File: src/rtl/x3_serial_add_ctrl.sv
// x3_serial_add_ctrl
// Multi-digit excess-3 adder sequencer. Uses one external single-digit XS-3
// adder once per clock, least-significant digit first, and rippling the
// decimal carry through a register. A one-cycle done pulse marks the result.
module x3_serial_add_ctrl #(
   parameter int DIGITS = 4
) (
   input  logic                  clk,
   input  logic                  rst_n,
   input  logic                  start,
   input  logic [4*DIGITS-1:0]   a_in,
   input  logic [4*DIGITS-1:0]   b_in,
   input  logic                  cin,
   output logic [3:0]            dig_a,
   output logic [3:0]            dig_b,
   output logic                  dig_cin,
   input  logic [3:0]            dig_sum,
   input  logic                  dig_cout,
   output logic [4*DIGITS-1:0]   sum,
   output logic                  cout,
   output logic                  busy,
   output logic                  done,
   output logic                  err
);

   localparam int W     = 4 * DIGITS;
   localparam int IDX_W = (DIGITS > 1) ? $clog2(DIGITS) : 1;
   localparam logic [IDX_W-1:0] LAST_IDX = IDX_W'(DIGITS - 1);
   localparam logic [3:0] XS3_ZERO = 4'b0011;

   typedef enum logic [1:0] {
      IDLE = 2'd0,
      RUN  = 2'd1,
      DONE = 2'd2
   } state_t;

   state_t           state;
   state_t           state_nxt;
   logic [W-1:0]     op_a;
   logic [W-1:0]     op_b;
   logic [IDX_W-1:0] idx;
   logic             carry;
   logic [3:0]       cur_a;
   logic [3:0]       cur_b;
   logic             accept;

   // A digit is legal XS-3 only in the range 0011..1100.
   function automatic logic has_bad_digit(input logic [W-1:0] v);
      logic bad;
      bad = 1'b0;
      for (int i = 0; i < DIGITS; i++) begin
         if ((v[i*4 +: 4] < 4'b0011) || (v[i*4 +: 4] > 4'b1100)) begin
            bad = 1'b1;
         end
      end
      return bad;
   endfunction

   assign accept = (state == IDLE) && start;

   // State register.
   always_ff @(posedge clk) begin
      if (!rst_n) begin
         state <= IDLE;
      end else begin
         state <= state_nxt;
      end
   end

   // Select the operand digits addressed by the current index.
   always_comb begin
      cur_a = XS3_ZERO;
      cur_b = XS3_ZERO;
      for (int i = 0; i < DIGITS; i++) begin
         if (idx == IDX_W'(i)) begin
            cur_a = op_a[i*4 +: 4];
            cur_b = op_b[i*4 +: 4];
         end
      end
   end

   // Next-state and outputs; digit adder sees XS-3 zero outside RUN.
   always_comb begin
      state_nxt = state;
      busy      = 1'b0;
      done      = 1'b0;
      dig_a     = XS3_ZERO;
      dig_b     = XS3_ZERO;
      dig_cin   = 1'b0;
      case (state)
         IDLE: begin
            if (start) begin
               state_nxt = RUN;
            end
         end
         RUN: begin
            busy    = 1'b1;
            dig_a   = cur_a;
            dig_b   = cur_b;
            dig_cin = carry;
            if (idx == LAST_IDX) begin
               state_nxt = DONE;
            end
         end
         DONE: begin
            busy      = 1'b1;
            done      = 1'b1;
            state_nxt = IDLE;
         end
         default: begin
            state_nxt = IDLE;
         end
      endcase
   end

   // Operand capture on an accepted start; pure data, no reset needed.
   always_ff @(posedge clk) begin
      if (accept) begin
         op_a <= a_in;
         op_b <= b_in;
      end
   end

   // Index, carry ripple, result assembly and error flag.
   always_ff @(posedge clk) begin
      if (!rst_n) begin
         idx   <= '0;
         carry <= 1'b0;
         sum   <= {DIGITS{XS3_ZERO}};
         cout  <= 1'b0;
         err   <= 1'b0;
      end else if (accept) begin
         idx   <= '0;
         carry <= cin;
         err   <= has_bad_digit(a_in) | has_bad_digit(b_in);
      end else if (state == RUN) begin
         for (int i = 0; i < DIGITS; i++) begin
            if (idx == IDX_W'(i)) begin
               sum[i*4 +: 4] <= dig_sum;
            end
         end
         carry <= dig_cout;
         idx   <= idx + 1'b1;
         if (idx == LAST_IDX) begin
            cout <= dig_cout;
         end
      end
   end

endmodule

File: config.mk
export PLATFORM = sky130hd
export DESIGN_NAME = x3_serial_add_ctrl
export DESIGN_NICKNAME = d
export VERILOG_FILES = /design/src/rtl/x3_serial_add_ctrl.sv
export SDC_FILE = /design/constraint.sdc
export NUM_CORES = 1
export LEC_CHECK = 0
export CAP_MARGIN = 20
export CORE_ASPECT_RATIO = 1.75
export CORE_MARGIN = 1.5
export CORE_UTILIZATION = 47
export DETAILED_ROUTE_END_ITERATION = 8
export PLACE_DENSITY = 0.79
export SYNTH_ARGS = -nofsm -noshare
export SYNTH_HDL_FRONTEND = slang
export SYNTH_SLANG_ARGS = --single-unit
File: constraint.sdc
create_clock -name clk -period 2.6 [get_ports clk]
set_clock_uncertainty 0.15 [all_clocks]
set_input_delay 0.52 -clock clk [delete_from_list [all_inputs] [get_ports clk]]
set_output_delay 0.52 -clock clk [all_outputs]
set_load 0.02 [all_outputs]
==> flow_metrics.py, run 1 <==
metrics = {
    "synthesis": {
        "yosys_warnings": 0,
        "ys_ff_latch": 55,
        "ys_seq_area_share_pct": 57.3,
        "synth_fp_nets": 269,
        "ys_types": 34,
        "avgSynthCellArea_um2": 11.3,
        "synthCells": 219,
        "syn_area_um2": 2480,
    },
    "critical_path": {
        "start_kind": "flip-flop",
        "cp.arrival_ps": 1810,
        "critPathMaxFanout": 11,
        "reg2reg_depth": 7,
        "r2r_slack_ps": 740,
        "crit_required_ps": 1930,
        "endpoint_kind": "primary output",
        "worstReg2RegEnd": "sum[9]",
        "criticalPathCategory": "flip-flop to primary output",
        "reg2reg_from": "state[1]",
    },
    "flow_run": {
        "max-cap-violations": 0,
    },
    "hold_path": {
        "hp-start": "sum[2]",
        "worstHoldEndpoint": "sum[2]",
        "min_path_cells": 2,
        "hp-class": "flip-flop to flip-flop",
    },
    "power_and_ir_drop": {
        "peakVddDrop_uv": 423,
        "power-per-cell-area_nw_per_um2": 576,
        "leakagePower_nw": 1.35,
    },
    "global_routing": {
        "gr-total-overflow": 0,
        "grt_pass1_vias": 1954,
        "grt_pass1_wl_um": 8970,
        "grt.total_usage_pct": 20.9,
        "antenna_found_initial": 0,
        "grt_max_degree": 34,
    },
    "cells_and_area": {
        "nets": 351,
        "final_common_cell": "clkdlybuf4s50_1",
        "antenna-diode-count": 0,
        "layout_common_cells": "61 x clkdlybuf4s50_1, 32 x nand2_1, 32 x edfxtp_1, 22 x dfxtp_1, 16 x buf_4",
        "syn_to_final_growth_pct": 38.1,
        "fin_area_um2": 3430,
        "stdcell_count": 356,
        "utilization_pct": 68.2,
        "drive_above_1_share_pct": 14.9,
    },
    "detailed_routing": {
        "routed_via_density": 5.48,
        "wl_per_cell_um": 16.2,
        "num_vias": 1951,
        "first_pass_iters": 9,
        "antenna_left": 0,
        "first_iter_violations": 71,
        "drc_errors": 5,
        "wirelength_um": 5760,
    },
    "timing": {
        "worstMarginPinSlew_ps": 411,
        "fin_ws_ps": 122,
        "hold_ws_ps": 321,
        "slew_headroom_pct": 72.3,
        "hold_viol": 0,
        "finalCritPeriodShare_pct": 95.3,
        "setup_violations": 0,
        "min_period_ps": 2480,
        "fmax_mhz": 404,
        "finalMaxSlewViolations": 0,
    },
    "run_status": {
        "status": "complete, but fails checks",
        "violations": "DRC",
    },
    "clock_network": {
        "insertion_delay_ps": 300,
        "htree_levels": 2,
        "clock_sinks": 55,
        "post-cts-setup-buffers": 0,
        "cts_root_buf": "clkbuf_8",
        "clk_pin_slew_ps": 90,
        "clock_path_buffers": 2,
        "cts_hold_buf": 0,
        "cts_buffers": 5,
        "cts_tree": "yes",
    },
    "placement": {
        "dp_hpwl_um": 4490,
        "dp_cells": 348,
        "placed_cell_area_um2": 3310,
        "io_buffers": 69,
        "place.gp.congestion": 0.923,
        "pre_cts_ws_ps": -140,
    },
    "floorplanning": {
        "ios": 70,
        "die-height_um": 99.1,
        "dieArea_um2": 5740,
        "initial_core_util_pct": 49.4,
        "coreArea_um2": 5020,
        "num_rows": 34,
        "die_x_um": 57.9,
    },
}
==> worst max-delay path by stage <==
stage / from / endpoint / slack [ps]
after floorplan: idx[0] / dig_a[0] / 310
after CTS: idx[1] / dig_a[2] / -10
after global placement: idx[1] / dig_a[2] / -90
after detailed placement: idx[1] / dig_a[0] / -140
after global routing: idx[1] / dig_a[0] / -20
final: idx[1] / dig_a[0] / 120
==> critical path: stages, from the launching register on <==
cell      delay (ps)
dfxtp_1          360
inv_1            110
ha_4             220
buf_4            150
a221oi_1         250
a211oi_1         100
o21ai_1          140
buf_4            160
==> stage by stage <==
| stage | TNS [ps] | power, mW |
|---|---|---|
| 6_report | 0 | 1.97 |
| 5_1_grt | -18.1 | 2.05 |
| 4_1_cts | -14.0 | 1.98 |
| 3_5_place_dp | -757 | 1.52 |
| 3_3_place_gp | -423 | 1.51 |
| 2_1_floorplan | 0 | 1.28 |
==> cell type report <==
| cell class | count | area, um^2 |
|---|---|---|
| Clock buffer | 5 | 68.8 |
| Tap cell | 54 | 67.6 |
| Fill cell | 387 | 1590 |
| Clock inverter | 3 | 18.8 |
| Timing Repair Buffer | 85 | 786 |
| Multi-Input combinational cell | 144 | 1020 |
| Sequential cell | 55 | 1420 |
| Inverter | 10 | 37.5 |
==> Yosys cell counts <==
cell type | number | area, um^2
a211o_1 | 4 | 35.0
a211oi_1 | 8 | 60.1
a21boi_0 | 7 | 52.6
a21boi_1 | 1 | 7.51
a21oi_1 | 1 | 5.00
a221oi_1 | 1 | 8.76
a221oi_2 | 3 | 45.0
a31oi_1 | 1 | 6.26
and2_1 | 1 | 6.26
buf_2 | 2 | 10.0
buf_4 | 2 | 15.0
buf_6 | 2 | 22.5
clkbuf_1 | 4 | 15.0
dfxtp_1 | 23 | 460
edfxtp_1 | 32 | 961
ha_1 | 9 | 113
inv_1 | 9 | 33.8
inv_2 | 1 | 3.75
mux2i_1 | 12 | 120
nand2_1 | 32 | 120
nand2b_1 | 3 | 18.8
nand3_1 | 13 | 65.1
nand3_2 | 1 | 10.0
nand4_1 | 1 | 6.26
nor2_1 | 10 | 37.5
nor2b_1 | 7 | 43.8
nor3_1 | 1 | 5.00
nor4_1 | 2 | 12.5
o211a_1 | 4 | 40.0
o211ai_1 | 10 | 75.1
o21ai_0 | 6 | 30.0
o21ai_1 | 4 | 20.0
or2b_1 | 1 | 7.51
xnor2_1 | 1 | 8.76
==> registers in the layout, summed over array words and instances, names as in the netlist <==
name / cells
idx: 2
err: 1
state: 2
sum: 16
cout: 1
op_a: 16
op_b: 16
carry: 1
==> timing repair <==
action / 4_1_cts / 5_1_grt
pin swaps: 0 / 0
resized for setup: 34 / 17
endpoints found under the setup margin: 9 / 9
==> where the power goes <==
| part | switching (mW) | internal [mW] |
|---|---|---|
| Combinational | 0.248 | 0.229 |
| Sequential | 0.0304 | 0.998 |
| Clock | 0.279 | 0.189 |
| Total | 0.557 | 1.42 |
==> per-layer routing <==
layer  global-route usage, %  wire length (um)  part of all wire (%)
met5                       0                 0                     0
met4                    10.7               242                   4.2
met3                    3.12               191                   3.3
met2                    40.8              3330                    58
met1                    19.7              2000                    35
==> kinds of logic (layout without fill, tap and decap cells) <==
logic type / after synthesis / count (layout) / share of synthesized area, %
xor+xnor: 1 / 1 / 0.353
buf+inv: 20 / 103 / 4.03
flops: 55 / 55 / 57.3
fa+ha+maj: 9 / 9 / 4.54
simple gates: 72 / 72 / 13.4
compound gates: 50 / 50 / 15.5
mux: 12 / 12 / 4.84
No activity file was read; power rests on OpenSTA's default activity.
==> run 2: changes to the inputs <==
--- a/config.mk
+++ b/config.mk
@@ -8,9 +8,11 @@
 export CAP_MARGIN = 20
 export CORE_ASPECT_RATIO = 1.75
 export CORE_MARGIN = 1.5
-export CORE_UTILIZATION = 47
+export CORE_UTILIZATION = 51
 export DETAILED_ROUTE_END_ITERATION = 8
-export PLACE_DENSITY = 0.79
+export PLACE_DENSITY = 0.85
+export SKIP_LAST_GASP = 1
+export SLEW_MARGIN = 20
 export SYNTH_ARGS = -nofsm -noshare
 export SYNTH_HDL_FRONTEND = slang
 export SYNTH_SLANG_ARGS = --single-unit
==> constraint.sdc (replaced) <==
create_clock -name clk -period 3 [get_ports clk]
set_clock_uncertainty 0.15 [all_clocks]
set_input_delay 0.6 -clock clk [delete_from_list [all_inputs] [get_ports clk]]
set_output_delay 0.6 -clock clk [all_outputs]
set_load 0.02 [all_outputs]
==> run 2 against run 1 <==
Net effect: the flow now finishes without violations; combinational power is 20% lower; worst setup slack better by 58 ps; largest power group unchanged; non-clock buffer count is 8 lower; flip-flop and latch count stayed put.
==> flow_metrics.py, run 2 (synthesis gave the netlist of run 1 again) <==
metrics = {
    "run_status": {
        "status": "finished clean",
    },
    "placement": {
        "dp_hpwl_um": 4460,
        "io_buffers": 69,
        "dp_cells": 338,
        "place.gp.congestion": 0.882,
    },
    "detailed_routing": {
        "first_pass_iters": 4,
        "wirelength_um": 5760,
        "first_iter_violations": 73,
        "wl_per_cell_um": 16.6,
        "num_vias": 1958,
        "drc_errors": 0,
        "antenna_left": 0,
        "routed_via_density": 5.66,
    },
    "floorplanning": {
        "ios": 70,
        "num_rows": 33,
        "coreArea_um2": 4670,
        "dieArea_um2": 5310,
        "die_x_um": 55.7,
        "die-height_um": 95.3,
        "initial_core_util_pct": 53.2,
    },
    "clock_network": {
        "clk_pin_slew_ps": 90,
        "htree_levels": 2,
        "cts_tree": "yes",
        "clock_path_buffers": 2,
        "clock_sinks": 55,
        "cts_root_buf": "clkbuf_8",
        "insertion_delay_ps": 300,
        "cts_buffers": 5,
        "post-cts-setup-buffers": 0,
    },
    "timing": {
        "finalMaxSlewViolations": 0,
        "min_period_ps": 2820,
        "hold_ws_ps": 325,
        "worstMarginPinSlew_ps": 739,
        "fmax_mhz": 355,
        "rsz0062_at_grt": "no",
        "finalCritPeriodShare_pct": 94.0,
        "setup_violations": 0,
        "hold_viol": 0,
        "slew_headroom_pct": 50.6,
        "tns_ps": 0,
    },
    "cells_and_area": {
        "nets": 343,
        "layout_common_cells": "61 x clkdlybuf4s50_1, 32 x nand2_1, 32 x edfxtp_1, 22 x dfxtp_1, 13 x nand3_1",
        "final_common_cell": "clkdlybuf4s50_1",
        "stdcell_count": 346,
        "n_fill_cell": 343,
        "syn_to_final_growth_pct": 33.8,
        "antenna-diode-count": 0,
        "utilization_pct": 71.1,
        "biggestRegsByFlops": "op_a: 16 flops, op_b: 16 flops, sum: 16 flops",
        "drive_above_1_share_pct": 8.16,
    },
    "critical_path": {
        "cp.arrival_ps": 2070,
        "reg2reg_depth": 6,
        "criticalPathCategory": "flip-flop to primary output",
        "critPathMaxFanout": 5,
        "start_kind": "flip-flop",
        "endpoint_kind": "primary output",
        "crit_required_ps": 2250,
    },
    "global_routing": {
        "grt_pass1_vias": 1925,
        "antenna_found_initial": 0,
        "gr-total-overflow": 0,
        "grt_max_degree": 34,
        "grt_pass1_wl_um": 9200,
        "grt.total_usage_pct": 22.9,
    },
    "power_and_ir_drop": {
        "power-per-cell-area_nw_per_um2": 506,
        "peakVddDrop_uv": 543,
        "leakagePower_nw": 1.30,
    },
    "hold_path": {
        "min_path_cells": 2,
        "hp-class": "flip-flop to flip-flop",
    },
    "flow_run": {
        "max-cap-violations": 0,
    },
}
[run 2: path summary, 6_finish.rpt]
path	from	endpoint	slack, ps
setup / recovery	idx[0]	dig_b[1]	180
hold reg to reg	sum[6]	sum[6]	320
hold / removal	sum[6]	sum[6]	320
setup reg to reg	state[1]	sum[8]	1040
[run 2: final cells by class]
type	instances	area (um^2)	area share, %
clock buffer	6	72.6	2.19
tap	52	65.1	1.96
clock inverter	2	16.3	0.490
timing repair buffer	77	738	22.2
inverter	10	37.5	1.13
multi-input combinational	144	967	29.1
sequential	55	1420	42.9
[run 2: where the power goes]
group          internal, mW  total [mW]  switching [mW]
clock network         0.168       0.408           0.239
registers             0.866       0.892          0.0268
logic                 0.177       0.381           0.204
[run 2: metrics by stage]
stage	cell area (um^2)	setup slack (ps)	total power, mW
after floorplan	2480	629	1.11
after global placement	3230	200	1.29
after detailed placement	3230	152	1.30
after CTS	3320	116	1.68
after global routing	3320	12.1	1.75
final	3320	180	1.68
[run 2: critical path: stages, from the launching register on]
cell and delay, ps:
dfxtp_1 410, inv_1 90, ha_1 280, buf_4 190, a221oi_2 200, a211oi_1 100, o21ai_1 150, dlygate4sd2_1 350
[run 2: layer usage]
metal | GRT usage [%] | wire length (um)
met1 | 21.4 | 1930
met2 | 47.3 | 3380
met3 | 3.53 | 261
met4 | 9.76 | 182
met5 | 0 | 0
[run 2: repair_timing]
item / in CTS / in global routing
gates resized for setup: 9 / 6
hold buffers: 0 / 0
endpoints found under the setup margin: 8 / 4
